**src/rtl/velocidad_medidor_pkg.sv**
```systemverilog
// Shared constants and FSM encoding for the velocity meter.
package velocidad_medidor_pkg;
  localparam int          DEF_WIDTH       = 24;
  localparam int unsigned DEF_GATE_CYCLES = 1000000;

  typedef enum logic [1:0] {
    IDLE  = 2'd0,
    COUNT = 2'd1,
    LATCH = 2'd2
  } state_t;
endpackage

```
**src/rtl/velocidad_medidor_sincronizador_flanco.sv**
```systemverilog
// Brings the raw sensor pulse into the clock domain and flags its rising edges.
module sincronizador_flanco (
  input  logic clock,
  input  logic reset,
  input  logic din,
  output logic flanco
);
  // sync[0], sync[1] form the metastability chain; sync[2] is the edge-detect delay.
  logic [2:0] sync;

  always_ff @(posedge clock) begin
    if (reset) sync <= '0;
    else       sync <= {sync[1:0], din};
  end

  assign flanco = sync[1] & ~sync[2];
endmodule

```
**src/rtl/velocidad_medidor.sv**
```systemverilog
// Gated pulse counter: counts sensor rising edges over GATE_CYCLES clocks and reports each window.
module velocidad_medidor
  import velocidad_medidor_pkg::*;
#(
  parameter int          WIDTH       = DEF_WIDTH,
  parameter int unsigned GATE_CYCLES = DEF_GATE_CYCLES
) (
  input  logic             clock,
  input  logic             reset,
  input  logic             enable,
  input  logic             pulseIn,
  output logic [WIDTH-1:0] velocidad,
  output logic             valid,
  output logic             overflow
);
  localparam logic [31:0] GATE_LAST = 32'(GATE_CYCLES - 32'd1);

  state_t            state, state_nxt;
  logic [31:0]       gate_cnt;
  logic [WIDTH-1:0]  pcnt, pcnt_nxt;
  logic              ovf, ovf_nxt;
  logic              flanco;
  logic              last;

  sincronizador_flanco u_sync (
    .clock  (clock),
    .reset  (reset),
    .din    (pulseIn),
    .flanco (flanco)
  );

  assign last = (gate_cnt == GATE_LAST);

  // Saturating count: an edge at full scale only raises ovf.
  always_comb begin
    pcnt_nxt = pcnt;
    ovf_nxt  = ovf;
    if (flanco) begin
      if (&pcnt) ovf_nxt  = 1'b1;
      else       pcnt_nxt = pcnt + 1'b1;
    end
  end

  always_comb begin
    state_nxt = state;
    valid     = 1'b0;
    case (state)
      IDLE:    if (enable) state_nxt = COUNT;
      COUNT: begin
        if (!enable)   state_nxt = IDLE;
        else if (last) state_nxt = LATCH;
      end
      LATCH: begin
        valid     = 1'b1;
        state_nxt = enable ? COUNT : IDLE;
      end
      default: state_nxt = IDLE;
    endcase
  end

  always_ff @(posedge clock) begin
    if (reset) begin
      state     <= IDLE;
      gate_cnt  <= '0;
      pcnt      <= '0;
      ovf       <= 1'b0;
      velocidad <= '0;
      overflow  <= 1'b0;
    end else begin
      state <= state_nxt;
      case (state)
        COUNT: begin
          gate_cnt <= gate_cnt + 32'd1;
          pcnt     <= pcnt_nxt;
          ovf      <= ovf_nxt;
          // Results are loaded on entry to LATCH so they are on the outputs while valid is high.
          if (enable && last) begin
            velocidad <= pcnt_nxt;
            overflow  <= ovf_nxt;
          end
        end
        LATCH: begin
          gate_cnt <= '0;
          ovf      <= 1'b0;
          pcnt     <= WIDTH'(flanco);
        end
        default: begin
          gate_cnt <= '0;
          pcnt     <= '0;
          ovf      <= 1'b0;
        end
      endcase
    end
  end
endmodule

```
**config.mk**
```make
export PLATFORM = sky130hd
export DESIGN_NAME = velocidad_medidor
export DESIGN_NICKNAME = d
export VERILOG_FILES = /design/src/rtl/velocidad_medidor_pkg.sv /design/src/rtl/velocidad_medidor_sincronizador_flanco.sv /design/src/rtl/velocidad_medidor.sv
export SDC_FILE = /design/constraint.sdc
export NUM_CORES = 1
export LEC_CHECK = 0
export ABC_AREA = 1
export CAP_MARGIN = 25
export CORE_MARGIN = 5
export CORE_UTILIZATION = 45
export DETAILED_ROUTE_END_ITERATION = 6
export SETUP_SLACK_MARGIN = 0.2
export SLEW_MARGIN = 20
export SYNTH_ARGS = -nofsm -noshare
export SYNTH_HDL_FRONTEND = slang
export SYNTH_HIERARCHICAL = 1
export SYNTH_SLANG_ARGS = --single-unit
```
**constraint.sdc**
```tcl
create_clock -name clock -period 5.81 [get_ports clock]
set_clock_uncertainty 0.2 [all_clocks]
set_input_delay 1.162 -clock clock [delete_from_list [all_inputs] [get_ports clock]]
set_output_delay 1.162 -clock clock [all_outputs]
set_load 0.02 [all_outputs]
```
Word-level counts from Yosys, hierarchy flattened. Cells that the tools add are included. Widths: inputs -> output; s select.

Add/sub/neg operators: 2. Equality and inequality tests: 5. Muxes and demuxes: 11. Bitwise gates (word level): 3. Reductions and logical operators: 6.

Operators with widths (number): $mux 24 (2); $pmux 24 s2 (1); $add 32x1->32 const B (1); $eq 32x20->1 const B (1); $add 24x1->24 const B (1); $reduce_and 24->1 (1); $mux 2 (3); $pmux 2 s3 (1); $mux 1 (4); $reduce_and 2->1 (2); $ne 3x3->1 const B (1); $eq 2x1->1 const B (1); $eq 2x2->1 const B (1); $logic_not 2->1 (1); $ne 2x2->1 const B (1); $not 1->1 (2); $reduce_or 2->1 (1); $and 1x1->1 (1); $logic_and 1x1->1 (1).

Flip-flop bits (word level): 87. Input bits: 4. Output and inout port bits: 26. Word-level logic and storage cells: 34.

Logic depth before layout (Yosys ltp).
Depth after elaboration: 4. Depth in mapped cells: 12. Depth with buffers taken out: 11.

By module. The synthesis kept the hierarchy.

By module, submodules not included: velocidad_medidor (times used 1, cells each 715, area each 4568.1 µm²); sincronizador_flanco (times used 1, cells each 10, area each 86.3 µm²).

Worst setup path before layout. Ideal clock, no wire load.

Kind: input -> register. Start point: input reset. End point: register gate_cnt[13]. Library setup time: 0.128 ns. Arrival time: 1.927 ns. Required time: 5.482 ns. Path slack: 3.556 ns. Stages: 5. Path through: inv_1 -> nand2_1 -> clkbuf_1 -> clkbuf_1 -> nor2_1.

Longest elaborated chain between the ends: 1.

Ends and longest elaborated chain: from (decl) (line velocidad_medidor.sv:9) `input logic reset,`; $reduce_or 2->1 (no source line); to (signal assigned) (line velocidad_medidor.sv:73) `gate_cnt <= gate_cnt + 32'd1;`; to (decl) (line velocidad_medidor.sv:19) `logic [31:0] gate_cnt;`.

No other way between the ends. A chain may end at the register's enable or synchronous reset.

==> summary.txt <==
Logic synthesis
  – Synth top area share: 37.42%
  – Yosys top cell by area: dfxtp_1
  – Synth async-reset ratio: 0%
  – Synth Register Bits: 87
  – Yosys warning total: 6
  – Netlist Area Pre-Place: 4654 sq um
  – Syn Nets: 735
  – Synth cell count leaders: 206 x nand2_1, 100 x nor2_1, 97 x inv_1
  – Synth Flop Type: dfxtp_1
  – Syn avg cell area: 6.420 sq um
  – Sequential element share of the synthesized area: 37.42%
  – Synth cell types: 32
  – EDFF count, synth: 0
  – Area contributors post-synth: dfxtp_1 37%, nand2_1 17%, nor2_1 8.1%, inv_1 7.8%, a21oi_1 6.3%
  – Count leader, synth: nand2_1
  – Synth Instances: 725

Hold path
  – Hold crit path type: register to register

Global routing
  – M1 GR Usage: 21.35%
  – GR Layer Usage met3: 3.696%
  – Vias in the first global route: 4257
  – Largest net degree at the start of global routing: 38
  – Grt met2 use: 35.69%
  – Tot GR Track Use: 19.05%
  – Initial antenna violation count: 0
  – Overflow after GRT: 0
  – GRT busiest layer: met2
  – First-pass GRT wire length: 19.68 mm

Timing
  – Fin Setup TNS: 0 ns
  – Slew Limit Headroom: 57.23%
  – Final Hold Viols: 0
  – Tcrit/Tclk final: 58.02%
  – Highest Clock Rate: 0.2966 GHz
  – Post-layout min period: 3.371 ns
  – Setup violators final: 0
  – Worst slew pin tran: 0.6396 ns
  – RSZ-0062 raised after global routing: no
  – Slew Limit Fails: 0

Finish
  – FILL cells: 1081
  – Synthesis-to-layout area growth: 11.42%
  – Layout cells sized above 1: 5.445%
  – Diode count: 0
  – Finished Layout Cells: 889
  – Final Core Density: 50.92%
  – Nets: 761

Critical path
  – CP Class: input pin to register
  – Startpoint types: input pin
  – Slowest CP cell: clkdlybuf4s50_1
  – Crit path DAT: 3.40 ns
  – Worst path required time: 5.84 ns
  – Critical path, cell by cell: clkdlybuf4s50_1 > inv_1 > nand2_1 > inv_1 > nand2_1 > o21ai_1
  – Crit. End Element: register
  – Maximum fanout along the worst path: 17
  – Largest stage delay on the critical path: 0.88 ns

Flow run
  – Max-cap violations: 0

Drt
  – Routed wire length per instance: 13.19 microns
  – Detail Route Antenna Nets: 0
  – Via count: 4461
  – DR DRC count: 0
  – Vias per inst: 5.018
  – Final wirelength: 11.72 mm
  – TritonRoute pass-1 iters: 4
  – DR iter-0 viols: 183

Place
  – Global placement routability congestion: 0.9595
  – Detailed-placement wirelength estimate: 8.668 mm
  – Cell count after placement: 876
  – I/O Buffers: 29

Pwr
  – Worst VDD drop: 0.00009557 V
  – Cell Int Power: 0.7663 mW
  – Clk pwr share: 36.6%
  – Cell Pwr Density: 193.2 nW/um^2
  – Seq pwr share: 59.9%
  – P_sw: 0.2359 mW
  – Combinational power share: 3.5%
  – Sw Ratio: 23.54%
  – Lkg Pwr: 1.928 nW

Clock network
  – Post-CTS Setup Bufs: 0
  – Post_cts resized: 0
  – CTS sink cnt: 87
  – CTS max path bufs: 2
  – Clock Latency Late Sink: 0.36 ns
  – Cts bufs inserted: 9
  – CTS tree: yes
  – Root Driver: clkbuf_8
  – Cts-stage hold buffer count: 0
  – Clk slew on worst S/H paths: 0.07 ns
  – H-tree depth: 3

Floorplan
  – CORE AREA: 10180 sq um
  – Die Y: 111.7 microns
  – Die width: 111.7 microns
  – I/O pins: 30
  – Die ar.: 12480 sq um
  – Cell Rows: 37
  – Initial Utilization: 45.70%

Run status
  – Outcome: completed
==> cell families (layout without fill, tap and decap cells) <==
logic type,after synthesis,after routing,share of synthesized area [%]
simple gates,425,425,40.03
flops,87,87,37.42
fa+ha+maj,6,6,1.613
buf+inv,116,144,10.13
compound gates,82,82,9.113
xor+xnor,9,9,1.694
==> power groups by stage <==
stage          Clock (mW)  Combinational [mW]  Sequential, mW
4_1_cts             0.380              0.0354           0.601
5_1_grt             0.403              0.0395           0.601
2_1_floorplan           0              0.0242           0.614
6_report            0.366              0.0352           0.601
3_5_place_dp            0              0.0353           0.615
3_3_place_gp            0              0.0344           0.614
==> through the flow <==
step | instance area [sq um] | hold WS, ns | setup slack (ns) | power, mW
finish | 5186 | 0.2051 | 2.439 | 1.002
global route | 5186 | 0.2212 | 2.167 | 1.043
CTS | 5186 | 0.2071 | 2.388 | 1.016
detailed placement | 5035 | 0.1961 | 1.995 | 0.6500
global placement | 5035 | 0.1998 | 2.053 | 0.6489
floorplan | 4654 | 0.1883 | 3.556 | 0.6383
==> layer usage <==
metal / part of all wire (%) / vias up
li1: - / 2336
met5: 0 / -
met2: 51 / 73
met4: 2.4 / 0
met1: 43 / 2028
met3: 3.1 / 24
==> critical path: cells and delay by family <==
kind,cells,cell delay (ns)
buffers and inverters,3,1.44
and+or+nand+nor,2,0.66
AOI/OAI and AO/OA,1,0.14
==> sequential cells by signal (all words and copies together), names as in the netlist <==
register     flops
u_sync/sync      3
overflow         1
pcnt            24
ovf              1
velocidad       24
gate_cnt        32
state            2
==> area by class of cell <==
| cell class | instances | area (sq um) | share of cell area (%) |
|---|---|---|---|
| Timing Repair Buffer | 31 | 305.3 | 5.887 |
| Multi-Input combinational cell | 522 | 2441 | 47.07 |
| Clock buffer | 11 | 141.4 | 2.726 |
| Tap cell | 136 | 170.2 | 3.281 |
| Inverter | 100 | 376.6 | 7.262 |
| Sequential cell | 87 | 1742 | 33.58 |
| Clock inverter | 2 | 10.01 | 0.1930 |
==> path summary, 6_finish.rpt <==
check	startpoint	endpoint	slack, ns	depth (start not counted)
worst max-delay path	reset	pcnt[0]	2.44	6
worst min-delay path	u_sync/sync[0]	u_sync/sync[1]	0.21	2
worst max register to register	gate_cnt[0]	velocidad[11]	3.33	10
worst min register to register	u_sync/sync[0]	u_sync/sync[1]	0.21	2
==> placed cells by master (no fill, tap or decap), types with 5 or more instances in the layout <==
cell / n
ha_1: 6
nor2_1: 100
nor2_2: 6
nor3_1: 15
nand4_1: 18
nand3_1: 54
or2_2: 9
nand3b_1: 5
a21oi_1: 59
inv_1: 97
clkdlybuf4s50_1: 29
clkbuf_8: 10
dfxtp_1: 87
o21ai_0: 16
xor2_1: 6
nand2_1: 206
Note: power is estimated with default switching activity, not from simulation.
